[config.mk]
export PLATFORM = sky130hd
export DESIGN_NAME = spi_flash_arbiter
export DESIGN_NICKNAME = d
export VERILOG_FILES = /design/src/rtl/spi_flash_arbiter_pkg.sv /design/src/rtl/spi_status_poller.sv /design/src/rtl/spi_flash_arbiter.sv
export SDC_FILE = /design/constraint.sdc
export NUM_CORES = 1
export LEC_CHECK = 0
export BUFFER_PORTS_ARGS = -buffer_cell sky130_fd_sc_hd__clkbuf_2
export CAP_MARGIN = 20
export CORE_AREA = 2 2 39 41
export CTS_CLUSTER_DIAMETER = 80
export DETAILED_ROUTE_END_ITERATION = 7
export DIE_AREA = 0 0 41 43
export GPL_TIMING_DRIVEN = 0
export PLACE_DENSITY = 0.54
export REMOVE_ABC_BUFFERS = 1
export SETUP_SLACK_MARGIN = 0.5
export SYNTH_ARGS = -nofsm -noshare
export SYNTH_HDL_FRONTEND = slang
export SYNTH_SLANG_ARGS = --single-unit
export TNS_END_PERCENT = 1
[constraint.sdc]
create_clock -name MCLK -period 1.25 [get_ports MCLK]
set_input_delay 0.1875 -clock MCLK [delete_from_list [all_inputs] [get_ports MCLK]]
set_output_delay 0.1875 -clock MCLK [all_outputs]
set_load 0.02 [all_outputs]
[src/rtl/spi_flash_arbiter_pkg.sv]
// spi_flash_arbiter_pkg: shared state encoding, W25Q32 opcodes and timing constants
package spi_flash_arbiter_pkg;
  typedef enum logic [2:0] {
    IDLE,
    OWN0,
    OWN1,
    GAP,
    POLL_CMD,
    POLL_RD,
    POLL_CHK
  } state_e;
  localparam logic [7:0] OP_RDSR = 8'h05;
  localparam logic [7:0] OP_READ = 8'h03;
  localparam logic [7:0] WIP_MASK = 8'h01;
  localparam logic [2:0] GAP_LEN = 3'd4;
  localparam int unsigned POLL_MAX = 65535;
endpackage

[src/rtl/spi_status_poller.sv]
// spi_status_poller: RDSR command shifter, status capture and WIP timeout tracking
// Ports: MCLK/nRESET clock and async active-low reset; clr restarts the poll count;
// run/rd/chk flag the command+read, read and check phases; miso status input;
// sclk/mosi flash pins while running; cmd_done/rd_done end of each byte;
// wip latest WIP bit; timeout WIP still set on the final allowed poll.
module spi_status_poller
  import spi_flash_arbiter_pkg::*;
#(
  parameter int unsigned LIMIT = POLL_MAX
) (
  input  logic MCLK,
  input  logic nRESET,
  input  logic clr,
  input  logic run,
  input  logic rd,
  input  logic chk,
  input  logic miso,
  output logic sclk,
  output logic mosi,
  output logic cmd_done,
  output logic rd_done,
  output logic wip,
  output logic timeout
);
  logic phase_q, phase_d;
  logic [2:0] bit_q, bit_d;
  logic [7:0] sr_q, sr_d;
  logic [15:0] iter_q, iter_d;
  always_comb begin
    phase_d = run && !phase_q;
    bit_d = run ? bit_q + {2'b00, phase_q} : 3'd0;
    sr_d = rd && phase_q ? {sr_q[6:0], miso} : sr_q;
    iter_d = clr ? 16'd0 : chk && wip && iter_q != 16'hFFFF ? iter_q + 16'd1 : iter_q;
  end
  always_ff @(posedge MCLK or negedge nRESET) begin
    if (!nRESET) begin
      phase_q <= 1'b0;
      bit_q <= 3'd0;
      sr_q <= 8'd0;
      iter_q <= 16'd0;
    end else begin
      phase_q <= phase_d;
      bit_q <= bit_d;
      sr_q <= sr_d;
      iter_q <= iter_d;
    end
  end
  // phase 0 is the CLK-low half of a bit, phase 1 the CLK-high half where MISO is sampled
  assign sclk = !run || phase_q;
  assign mosi = run && !rd && OP_RDSR[3'd7 - bit_q];
  assign cmd_done = run && !rd && phase_q && &bit_q;
  assign rd_done = rd && phase_q && &bit_q;
  assign wip = (sr_q & WIP_MASK) != 8'd0;
  assign timeout = chk && wip && {16'd0, iter_q} >= LIMIT - 32'd1;
endmodule

[src/rtl/spi_flash_arbiter.sv]
// spi_flash_arbiter: two-requester W25Q32 SPI bus arbiter with optional WIP polling
// Build option: define SPIARB_WIP_POLL_EN to poll RDSR after every requester-1 tenure.
// Ports: MCLK/nRESET clock and async active-low reset; nREQx/nGNTx active-low
// request/grant (0 = read loader, 1 = write-back, 0 has priority); Rx_nCS/Rx_CLK/
// Rx_MOSI requester pins; nCS/CLK/MOSI/MISO flash pins; BUSY bus not idle;
// POLLERR sticky poll timeout.
module spi_flash_arbiter
  import spi_flash_arbiter_pkg::*;
#(
  parameter int unsigned POLL_LIMIT = POLL_MAX
) (
  input  logic MCLK,
  input  logic nRESET,
  input  logic nREQ0,
  input  logic nREQ1,
  output logic nGNT0,
  output logic nGNT1,
  input  logic R0_nCS,
  input  logic R0_CLK,
  input  logic R0_MOSI,
  input  logic R1_nCS,
  input  logic R1_CLK,
  input  logic R1_MOSI,
  output logic nCS,
  output logic CLK,
  output logic MOSI,
  input  logic MISO,
  output logic BUSY,
  output logic POLLERR
);
  state_e state_q, state_d, gap_next;
  logic [2:0] cnt_q, cnt_d;
  logic own0, own1, poll_bus, p_sclk, p_mosi;
  assign own0 = state_q == OWN0;
  assign own1 = state_q == OWN1;
  assign poll_bus = state_q == POLL_CMD || state_q == POLL_RD;
`ifdef SPIARB_WIP_POLL_EN
  logic poll_q, poll_d, err_q, err_d, cmd_done, rd_done, wip, timeout;
  spi_status_poller #(.LIMIT(POLL_LIMIT)) u_poller (
    .MCLK(MCLK),
    .nRESET(nRESET),
    .clr(own1 && nREQ1),
    .run(poll_bus),
    .rd(state_q == POLL_RD),
    .chk(state_q == POLL_CHK),
    .miso(MISO),
    .sclk(p_sclk),
    .mosi(p_mosi),
    .cmd_done(cmd_done),
    .rd_done(rd_done),
    .wip(wip),
    .timeout(timeout)
  );
  // poll_q marks a write-back that still needs its WIP status confirmed
  assign gap_next = poll_q ? POLL_CMD : IDLE;
  assign POLLERR = err_q;
  always_ff @(posedge MCLK or negedge nRESET) begin
    if (!nRESET) begin
      poll_q <= 1'b0;
      err_q <= 1'b0;
    end else begin
      poll_q <= poll_d;
      err_q <= err_d;
    end
  end
`else
  logic unused_poll;
  assign unused_poll = MISO ^ POLL_LIMIT[0];
  assign gap_next = IDLE;
  assign p_sclk = 1'b1;
  assign p_mosi = 1'b0;
  assign POLLERR = 1'b0;
`endif
  always_comb begin
    state_d = state_q;
    cnt_d = 3'd0;
`ifdef SPIARB_WIP_POLL_EN
    poll_d = poll_q || (own1 && nREQ1);
    err_d = err_q;
`endif
    case (state_q)
      IDLE: state_d = !nREQ0 ? OWN0 : !nREQ1 ? OWN1 : IDLE;
      OWN0: state_d = nREQ0 ? GAP : OWN0;
      OWN1: state_d = nREQ1 ? GAP : OWN1;
      GAP: begin
        cnt_d = cnt_q + 3'd1;
        if (cnt_q == GAP_LEN - 3'd1) begin
          cnt_d = 3'd0;
          state_d = gap_next;
        end
      end
`ifdef SPIARB_WIP_POLL_EN
      POLL_CMD: state_d = cmd_done ? POLL_RD : POLL_CMD;
      POLL_RD: state_d = rd_done ? POLL_CHK : POLL_RD;
      POLL_CHK: begin
        // every frame is followed by a tSHSL gap, even the timeout exit
        state_d = GAP;
        poll_d = wip && !timeout;
        err_d = err_q || timeout;
      end
`endif
      default: state_d = IDLE;
    endcase
  end
  always_ff @(posedge MCLK or negedge nRESET) begin
    if (!nRESET) begin
      state_q <= IDLE;
      cnt_q <= 3'd0;
    end else begin
      state_q <= state_d;
      cnt_q <= cnt_d;
    end
  end
  assign nGNT0 = !own0;
  assign nGNT1 = !own1;
  assign BUSY = state_q != IDLE;
  assign nCS = own0 ? R0_nCS : own1 ? R1_nCS : !poll_bus;
  assign CLK = own0 ? R0_CLK : own1 ? R1_CLK : !poll_bus || p_sclk;
  assign MOSI = own0 ? R0_MOSI : own1 ? R1_MOSI : poll_bus && p_mosi;
endmodule

==> After elaboration in Yosys (flattened, before gate mapping) <==
Cells that the tools add are included.
{ "word_totals": {"n_memories": 0, "rom_bits": 0, "inputBits": 11, "register_bits": 6, "latchBits": 0, "mem_bits_rw": 0} }
{ "op_classes": {"muxes": 14, "eq_ne": 7, "bitwise": 0, "div_mod_pow": 0, "n_reduce_logical": 6, "addsub": 1, "shifts": 0, "n_mul": 0, "order_cmp": 0} }
{ "op_table": {"columns": ["operator", "n"], "rows": [
  ["3-bit one-hot mux with 4 select lines", 1],
  ["3-bit by 2-bit equality test with 1-bit output, second input constant", 3],
  ["3-bit two-way mux", 3],
  ["1-bit two-way mux", 7],
  ["3-bit equality test, second input constant", 2],
  ["2-bit two-way mux", 3],
  ["3-bit by 1-bit adder with 3-bit output, second input constant", 1],
  ["3-bit by 1-bit equality test with 1-bit output, second input constant", 1],
  ["1-bit logical NOT", 3],
  ["3-bit logical NOT", 1],
  ["3-bit nonzero test", 1],
  ["2-bit != test, second input constant", 1],
  ["1-bit logical OR", 1]
]} }

==> Depth between registers and ports, before layout <==
Gate-level depths: netlist (run 1).
{ "logic_depth": {"ltp_word": 5, "ltp_mapped": 4, "mapped_depth_nobuf": 4} }

==> Worst setup path after synthesis (run 1) <==
Ideal clock, no wire load.
{ "synth_timing": {"path_kind": "flip-flop to output port", "start": "register state_q[0]", "end": "output port MOSI", "arrival_ps": 1024, "required_ps": 1062, "path_stages_with_launch": 3, "n_path_buf": 0, "path_slack_ps": 39, "path_cell_list": "dfrtp_1 > nand2b_4 > o22ai_1"} }
{ "synth_between": {"elab_chain_len": 3, "elab_cells_between_ends": 4, "classes_between": "eq/ne: 2; mux: 2"} }
{ "synth_rtl": {"columns": ["element", "line", "source"], "rows": [
  ["start, declared", "spi_flash_arbiter.sv:31", "state_e state_q, state_d, gap_next;"],
  ["start signal, assigned", "spi_flash_arbiter.sv:110", "state_q <= state_d;"],
  ["3-bit by 2-bit equality test with 1-bit output", "spi_flash_arbiter.sv:35", "assign own1 = state_q == OWN1;"],
  ["1-bit two-way mux", "spi_flash_arbiter.sv:119", "assign MOSI = own0 ? R0_MOSI : own1 ? R1_MOSI : poll_bus && p_mosi;"],
  ["1-bit two-way mux (*)", "spi_flash_arbiter.sv:119", null],
  ["end, declared", "spi_flash_arbiter.sv:26", "output logic MOSI,"]
]} }
Every way passes the cells marked *; elsewhere a longest branch is shown, timed or not.

==> Final worst setup path (run 1) <==
{ "layout_timing": {"start": "register state_q[1]", "end": "output port nCS"} }
{ "layout_between": {"elab_chain_len": 5, "elab_cells_between_ends": 8, "classes_between": "eq/ne: 4; mux: 2; reduce/logical: 2"} }
{ "layout_rtl": {"columns": ["element", "line", "source"], "rows": [
  ["3-bit equality test", "spi_flash_arbiter.sv:36", "assign poll_bus = state_q == POLL_CMD || state_q == POLL_RD;"],
  ["1-bit logical OR", "spi_flash_arbiter.sv:36", null],
  ["1-bit logical NOT", null, null],
  ["1-bit two-way mux", "spi_flash_arbiter.sv:117", "assign nCS = own0 ? R0_nCS : own1 ? R1_nCS : !poll_bus;"],
  ["1-bit two-way mux (*)", "spi_flash_arbiter.sv:117", null],
  ["end, declared", "spi_flash_arbiter.sv:24", "output logic nCS,"]
]} }
Marks and branches as above.

==> summary.txt, run 1 <==
GRT
  – All-Layer GR Usage: 0.08862
  – Number of global-route vias before repair: 243
  – Largest net degree at the start of global routing: 7
  – First-pass GRT wire length: 993 um
  – Initial antenna violation count: 0
  – Gr ovfl total: 0

Setup path
  – Worst reg2reg endpoint: state_q[0]$_DFFE_PN0P_
  – R2r worst-path depth: 4
  – Worst EP required: 1.06 ns
  – Crit Reg-Reg Startpoint: cnt_q[0]$_DFF_PN0_
  – Crit path capture type: primary output
  – Reg2reg setup slack: 0.22 ns
  – Worst setup startpoint: state_q[1]$_DFFE_PN0P_
  – Critical Path Start Type: flop
  – End of the critical path: nCS
  – CP arrival: 1.17 ns
  – Critical path class: flop to primary output
  – Crit Path Max Fanout: 4

Die
  – Die height: 43 um
  – Rows: 14
  – I/O pins: 18
  – DIE WIDTH: 41 um
  – Full die area: 1763 um^2
  – Initial core utilization: 0.2080
  – Core ar.: 1384 um^2

Synth
  – Synthesized area per cell: 9.923 um^2
  – Post-synthesis sequential area ratio: 0.4348
  – Post-synthesis cell count: 29
  – Distinct cells, synth: 16
  – Yosys reg bits: 5
  – Post-Synthesis Cell Area: 287.8 um^2
  – Ys Warns: 0

Layout
  – Fin area: 511.7 um^2
  – Final core occ: 0.3698
  – Area grow syn2layout: 77.83%
  – Layout fillers: 139
  – Non-filler instance count after layout: 70
  – Share of layout cells above drive strength 1: 0.6296
  – Nets: 67
  – Inserted Diodes: 0

Power and ir drop
  – Sequential power share: 0.245
  – Sw frac: 0.3860
  – Leak Pwr: 0.2541 nW
  – Switching power of the nets: 0.4616 mW
  – PwrDens: 2337 nW/um^2
  – Logic pwr share: 0.596
  – Clock network power share: 0.159
  – Internal power: 0.7344 mW
  – Max VDD drop: 0.001084 V
  – Power, Total: 1.196 mW

CTS
  – Num CTS Buffers: 3
  – Clock tree from TritonCTS: built
  – Worst-path clk slew: 0.04 ns
  – Root buf cell: clkbuf_4
  – Total clock sinks: 5
  – Worst skew pair latency: 0.24 ns
  – H-tree Lvls: 1
  – Worst-case clock buffer depth: 2

Placement
  – Post-DP HPWL: 415.7 um
  – Routability congestion estimate: 0.6325
  – PortBufs: 15
  – Placed cell area: 375.4 um^2
  – DP Cell Count: 59
  – Place WS: 0.06953 ns

Timing
  – RSZ-0062 raised after global routing: yes
  – Setup WS post-layout: -0.1056 ns
  – Final Cycle Share: 1.084
  – Final min period: 1.356 ns
  – Final slew viol count: 0
  – Final total negative setup slack: -0.3118 ns
  – Final setup violating endpoints: 5
  – Clk_skew: 0.0005454 ns
  – Max Freq: 737.7 MHz
  – Hold slack: 0.1475 ns
  – Hold Vio Cnt, Final: 0

Routing
  – DR vias: 289
  – DRC viols: 0
  – Vias per inst: 4.129
  – Total wire length: 658 um
  – Max Used Layer: met3
  – Avg WL per Cell: 9.400 um
  – Pre-antenna DRT Iters: 1
  – Post-DRT Antenna Nets: 0
  – WL met1: 292 um
  – Met2 WL post-DR: 321 um
  – Initial DRC count: 0
  – Total length of routed met3 wires: 43 um

Job
  – Max_cap viols: 0

Run status
  – Failing checks: negative setup slack
  – Status: complete, but fails checks

Worst hold path
  – Min-Delay Path Class: primary input to flop
cells by family after synthesis:
logic type | synth area share
fa+ha+maj | 0.04347
flops | 0.4348
other cells | 0.01303
compound gates | 0.1609
buf+inv | 0.07826
simple gates | 0.2696
sequential cells by signal (all words and copies together) (netlist names):
name and flops:
cnt_q 3, state_q 2
worst min path at each step:
stage	from	end	slack [ns]	cells after the start
finish	nREQ0	state_q[0]$_DFFE_PN0P_	0.15	2
global route	nREQ0	state_q[0]$_DFFE_PN0P_	0.18	2
CTS	nREQ0	state_q[0]$_DFFE_PN0P_	0.14	2
detailed placement	nRESET	cnt_q[0]$_DFF_PN0_	0.01	1
global placement	nRESET	cnt_q[0]$_DFF_PN0_	0.01	1
floorplan	nRESET	cnt_q[0]$_DFF_PN0_	-0.11	0
worst max-delay path, stage by stage (launching register included):
cell,delay (ns)
dfrtp_2,0.43
nand2b_4,0.16
o22a_1,0.18
clkbuf_8,0.15
synthesized netlist by cell type:
cell      n  area share
a22oi_1   1       0.026
and4_2    1       0.035
buf_4     1       0.026
conb_1    1       0.013
dfrtp_1   5        0.43
ha_1      1       0.043
inv_1     4       0.052
nand2_1   2       0.026
nand2b_1  1       0.022
nand2b_4  2       0.096
nand3b_1  1       0.026
nor2_1    1       0.013
nor3b_1   2       0.052
o21ai_0   3       0.052
o22a_1    2       0.061
o22ai_1   1       0.022
timing repair:
| action | CTS | global route |
|---|---|---|
| endpoints found under the setup margin | 11 | 11 |
| buffers inserted | 6 | 0 |
| hold buffers | 1 | 0 |
| pin swaps | 7 | 6 |
| gates resized for setup | 13 | 6 |
| hold endpoints to repair | 5 | 0 |
power groups by stage:
stage                     clock network (mW)  registers (mW)  logic (mW)
after floorplan                            0           0.288       0.317
after global placement                     0           0.307       0.425
after detailed placement                   0           0.307       0.426
after CTS                              0.198           0.289       0.695
after global routing                   0.213           0.296       0.775
final                                  0.190           0.292       0.713
layout make-up:
cell class | instances | area, um^2 | share of cell area
clock buffer | 4 | 26.28 | 0.05134
inverter | 4 | 15.01 | 0.02934
multi-input combinational | 19 | 178.9 | 0.3496
sequential | 5 | 127.6 | 0.2494
tap | 16 | 20.02 | 0.03912
timing repair buffer | 22 | 143.9 | 0.2812
cell usage in the layout (no fill, tap or decap), drive strengths merged:
master and instances:
a22oi 1, and4 1, buf 9, clkbuf 16, conb 1, dfrtp 5, dlygate4sd3 1, ha 1
inv 4, nand2 2, nand2b 3, nand3b 1, nor2 1, nor3b 2, o21ai 3, o22a 2
o22ai 1
routing by layer:
layer  vias up  track usage
met5         -            0
met4         0      0.02000
met3         0      0.07853
met2         7       0.1188
met1       135       0.1039
li1        147            -
Note: power is estimated with default switching activity, not from simulation.
==> run 2: changes to the inputs <==
PLACE_DENSITY = 0.56   (was 0.54)
clock period = 1.2 ns   (was 1.25 ns; I/O delays follow)
==> run 2 against run 1 <==
Against the previous run: the run still ends with negative setup slack left; clock power up 4%; critical path depth unchanged; hold slack improved by 0.0073 ns; combinational power decreased by 2%; first-iteration DRC count up 1; register-to-register slack lost 0.05 ns; sequential power rose by 6%; routed wire length down 3.2%; die area is the same; final cell count shrank 2.9%.
==> summary.txt, run 2 (synthesis gave the netlist of run 1 again) <==
Run status
  – Status: complete, but fails checks
  – Failing checks: negative setup slack

CTS
  – Worst-case clock buffer depth: 2
  – Worst-path clk slew: 0.04 ns
  – Root buf cell: clkbuf_4
  – Clock tree from TritonCTS: built
  – Worst skew pair latency: 0.25 ns
  – Num CTS Buffers: 3
  – H-tree Lvls: 1
  – Total clock sinks: 5

Placement
  – Place WS: 0.02571 ns
  – DP Cell Count: 59
  – Placed cell area: 375.4 um^2
  – Post-DP HPWL: 431.2 um
  – Routability congestion estimate: 0.6320
  – PortBufs: 15

Power and ir drop
  – Logic pwr share: 0.580
  – Clock network power share: 0.164
  – Power, Total: 1.206 mW
  – Switching power of the nets: 0.4705 mW
  – PwrDens: 2392 nW/um^2
  – Sw frac: 0.3900
  – Internal power: 0.7358 mW
  – Sequential power share: 0.256
  – Max VDD drop: 0.001030 V
  – Leak Pwr: 0.2501 nW

Die
  – Initial core utilization: 0.2080
  – Core ar.: 1384 um^2
  – Full die area: 1763 um^2
  – DIE WIDTH: 41 um
  – Die height: 43 um
  – Rows: 14
  – I/O pins: 18

Layout
  – Layout fillers: 142
  – Biggest register: cnt_q
  – Share of layout cells above drive strength 1: 0.5962
  – Multi-input logic area: 170.2 um^2
  – Fin area: 504.2 um^2
  – Non-filler instance count after layout: 68
  – Area grow syn2layout: 75.22%
  – Commonest non-fill, non-tap cell in the layout: clkbuf_2
  – Biggest regs: cnt_q x3, state_q x2
  – Area taken by flip-flops and latches: 127.6 um^2
  – Inserted Diodes: 0
  – Final core occ: 0.3644
  – Largest register FFs: 3
  – Nets: 65
  – Commonest cells after routing, fill and taps aside: 9 x clkbuf_2, 5 x buf_4, 4 x inv_1, 3 x clkbuf_4, 3 x dfrtp_1

GRT
  – GR Util met1: 0.1107
  – Gr ovfl total: 0
  – Number of global-route vias before repair: 244
  – All-Layer GR Usage: 0.09073
  – Largest net degree at the start of global routing: 7
  – Initial antenna violation count: 0
  – GR peak layer: met1
  – GR Util met2: 0.1094
  – First-pass GRT wire length: 993 um
  – Met3 Use GR: 0.09424

Routing
  – Avg WL per Cell: 9.368 um
  – Total wire length: 637 um
  – Post-DRT Antenna Nets: 0
  – Pre-antenna DRT Iters: 4
  – Vias per inst: 4.132
  – DRC viols: 0
  – Initial DRC count: 1
  – DR vias: 281

Timing
  – Final slew viol count: 0
  – Final total negative setup slack: -0.5051 ns
  – Final min period: 1.349 ns
  – Hold Vio Cnt, Final: 0
  – Max Freq: 741.1 MHz
  – Clk_skew: 0.007770 ns
  – Hold slack: 0.1547 ns
  – Setup WS post-layout: -0.1493 ns
  – Final Cycle Share: 1.124
  – RSZ-0062 raised after global routing: yes
  – Final setup violating endpoints: 5

Setup path
  – Worst EP required: 1.02 ns
  – Critical path class: flop to primary output
  – CP arrival: 1.17 ns
  – Critical Path Start Type: flop
  – Crit Path Max Fanout: 4
  – Crit path capture type: primary output

Job
  – Max_cap viols: 0

Worst hold path
  – Min-Delay Path Class: primary input to flop
run 2: cell count changes in the layout (fill, tap and decap cells not counted), sizes merged:
cell	before	now
clkbuf	16	15
buf	9	8
run 2: what timing repair did:
item                                    4_1_cts  5_1_grt
endpoints found under the setup margin       11       11
endpoints found under the hold margin         5        0
pin swaps                                     5        2
hold buffers                                  1        0
setup buffers                                 4        0
resized for setup                            13        6
run 2: path summary, 6_finish.rpt:
kind                                        startpoint                     end  slack (ns)  cells past startpoint
worst max register to register      cnt_q[0]$_DFF_PN0_  state_q[0]$_DFFE_PN0P_        0.17                      4
worst min register to register      cnt_q[0]$_DFF_PN0_      cnt_q[0]$_DFF_PN0_        0.51                      1
worst min-delay path                             nREQ0  state_q[0]$_DFFE_PN0P_        0.15                      2
max in group asynchronous                       nRESET  state_q[1]$_DFFE_PN0P_        0.76                      2
min in group asynchronous                       nRESET      cnt_q[0]$_DFF_PN0_        0.28                      2
worst max-delay path            state_q[0]$_DFFE_PN0P_                     nCS       -0.15                      3
run 2: power by group through the flow:
stage / Clock, mW / Sequential (mW) / Combinational, mW
4_1_cts: 0.204 / 0.295 / 0.673
3_5_place_dp: 0 / 0.323 / 0.441
2_1_floorplan: 0 / 0.300 / 0.330
5_1_grt: 0.226 / 0.314 / 0.766
6_report: 0.197 / 0.309 / 0.700
3_3_place_gp: 0 / 0.320 / 0.440
run 2: final cells by class:
type                    instances  area share
repair buffers                 20      0.2878
flip-flops and latches          5      0.2531
inverters                       4     0.02978
multi-input cells              19      0.3375
well taps                      16     0.03970
clock buffers                   4     0.05211
run 2: routing by layer:
metal	part of all wire	wire length (um)	vias to the layer above
li1	-	-	143
met1	0.44	281	129
met2	0.47	300	9
met3	0.086	55	0
met4	0	0	0
met5	0	0	-
run 2: worst max-delay path, cell delays in order (launching register included):
cell,delay (ns)
dfrtp_2,0.41
nand2b_4,0.16
o22a_1,0.20
clkbuf_8,0.15
==> run 3: changes to the inputs <==
PLACE_DENSITY = 0.54   (was 0.56)
clock period = 1.5 ns   (was 1.2 ns; I/O delays follow)
==> run 3 against run 2 <==
Against the previous run: the run now ends clean; via count increased by 2.5%; final cell count up 2.9%; largest cell class unchanged; first-iteration DRC count rose to 3.0 times the previous value; critical endpoint unchanged; sequential share of layout area rose by 2.0 points; worst setup slack gained 0.25 ns.
==> summary.txt, run 3 (synthesis gave the netlist of run 1 again) <==
CTS
  – Root buf cell: clkbuf_4
  – H-tree Lvls: 1
  – Worst-path clk slew: 0.04 ns
  – Worst skew pair latency: 0.24 ns
  – Worst-case clock buffer depth: 2
  – Clock tree from TritonCTS: built
  – Num CTS Buffers: 3
  – Total clock sinks: 5

Setup path
  – Crit-path cells: nand2b_4, o22a_1, clkbuf_8
  – Crit Path Max Fanout: 4
  – Critical path's largest stage delay: 0.43 ns
  – CP max stage cell: dfrtp_2
  – Critical path depth: 3
  – Crit Reg-Reg Startpoint: cnt_q[0]$_DFF_PN0_
  – Worst setup startpoint: state_q[1]$_DFFE_PN0P_
  – Critical path class: flop to primary output
  – Worst EP required: 1.27 ns
  – Critical Path Start Type: flop
  – CP arrival: 1.17 ns
  – Worst reg2reg endpoint: state_q[0]$_DFFE_PN0P_
  – CP delay by family, top: flip-flops
  – R2r worst-path depth: 4
  – Buf/Inv on CP: 1
  – Reg2reg setup slack: 0.44 ns
  – End of the critical path: nCS
  – Crit path capture type: primary output

Routing
  – Pre-antenna DRT Iters: 4
  – Initial DRC count: 3
  – DR vias: 288
  – Total wire length: 608 um
  – DRC viols: 0
  – Avg WL per Cell: 8.686 um
  – Vias per inst: 4.114
  – Post-DRT Antenna Nets: 0

GRT
  – Number of global-route vias before repair: 232
  – GR Util met1: 0.09740
  – First-pass GRT wire length: 924 um
  – All-Layer GR Usage: 0.08258
  – GR Util met2: 0.1063
  – Largest net degree at the start of global routing: 7
  – Met3 Use GR: 0.07853
  – Gr ovfl total: 0
  – Initial antenna violation count: 0
  – GR peak layer: met2

Timing
  – Final total negative setup slack: 0 ns
  – Max Freq: 716.3 MHz
  – Final min period: 1.396 ns
  – Final slew viol count: 0
  – Clk_skew: 0.001223 ns
  – Hold Vio Cnt, Final: 0
  – Final setup violating endpoints: 0
  – RSZ-0062 raised after global routing: yes
  – Final Cycle Share: 0.9308

Layout
  – Nets: 67
  – Largest register FFs: 3
  – Biggest regs: cnt_q x3, state_q x2
  – Area grow syn2layout: 62.61%
  – Inserted Diodes: 0
  – Commonest non-fill, non-tap cell in the layout: clkbuf_2
  – Non-filler instance count after layout: 70
  – Commonest cells after routing, fill and taps aside: 13 x clkbuf_2, 6 x buf_4, 4 x inv_1
  – Biggest register: cnt_q
  – Share of layout cells above drive strength 1: 0.5370
  – Layout fillers: 141

Die
  – I/O pins: 18
  – Rows: 14
  – DIE WIDTH: 41 um
  – Full die area: 1763 um^2
  – Initial core utilization: 0.2080
  – Core ar.: 1384 um^2
  – Die height: 43 um

Run status
  – Status: finished clean

Power and ir drop
  – PwrDens: 1910 nW/um^2
  – Max VDD drop: 0.0008297 V
  – Leak Pwr: 0.2490 nW

Worst hold path
  – Min-Delay Path Class: primary input to flop

Placement
  – PortBufs: 15
  – Routability congestion estimate: 0.6325
  – Post-DP HPWL: 415.7 um
  – DP Cell Count: 59

Job
  – Max_cap viols: 0
==> run 3: power by group <==
part | switching (mW) | internal (mW) | total, mW
sequential | 0.0414 | 0.190 | 0.231
clock | 0.0583 | 0.101 | 0.159
combinational | 0.241 | 0.262 | 0.504
total | 0.341 | 0.553 | 0.894
==> run 3: per-layer routing <==
metal	wire (um)	part of all wire	up-vias
met5	0	0	-
met4	0	0	0
met3	56	0.092	0
met2	292	0.48	8
met1	259	0.43	133
li1	-	-	147
==> run 3: how the worst min path moves through the flow <==
| stage | depth (start not counted) | start | end |
|---|---|---|---|
| floorplan | 0 | nRESET | cnt_q[0]$_DFF_PN0_ |
| global placement | 1 | nRESET | cnt_q[0]$_DFF_PN0_ |
| detailed placement | 1 | nRESET | cnt_q[0]$_DFF_PN0_ |
| CTS | 2 | nREQ0 | state_q[0]$_DFFE_PN0P_ |
| global route | 2 | nREQ0 | state_q[0]$_DFFE_PN0P_ |
| finish | 2 | nREQ0 | state_q[0]$_DFFE_PN0P_ |
==> run 3: area by class of cell <==
type                            instances  area (um^2)  share of cell area
Sequential cell                         5        127.6              0.2727
Timing Repair Buffer                   22        138.9              0.2968
Multi-Input combinational cell         19        140.1              0.2995
Inverter                                4        15.01             0.03209
Clock buffer                            4        26.28             0.05615
Tap cell                               16        20.02             0.04278
==> run 3: timing repair <==
action,CTS,global route
pin swaps,1,1
buffers inserted,6,0
setup endpoints to repair,7,9
gates resized for setup,4,1
hold buffers,1,0
endpoints found under the hold margin,5,0
==> run 3: per-stage QoR <==
step	hold WS [ns]	util	setup slack [ns]	area, um^2	power (mW)
2_1_floorplan	-0.07059	-	0.2514	280.3	0.5046
3_3_place_gp	0.04953	0.2712	0.2849	375.4	0.6101
3_5_place_dp	0.04987	0.2712	0.2820	375.4	0.6105
4_1_cts	0.1789	0.3382	0.09972	467.9	0.9019
5_1_grt	0.2139	0.3382	0.06295	467.9	0.9651
6_report	0.1837	0.3382	0.1039	467.9	0.8940
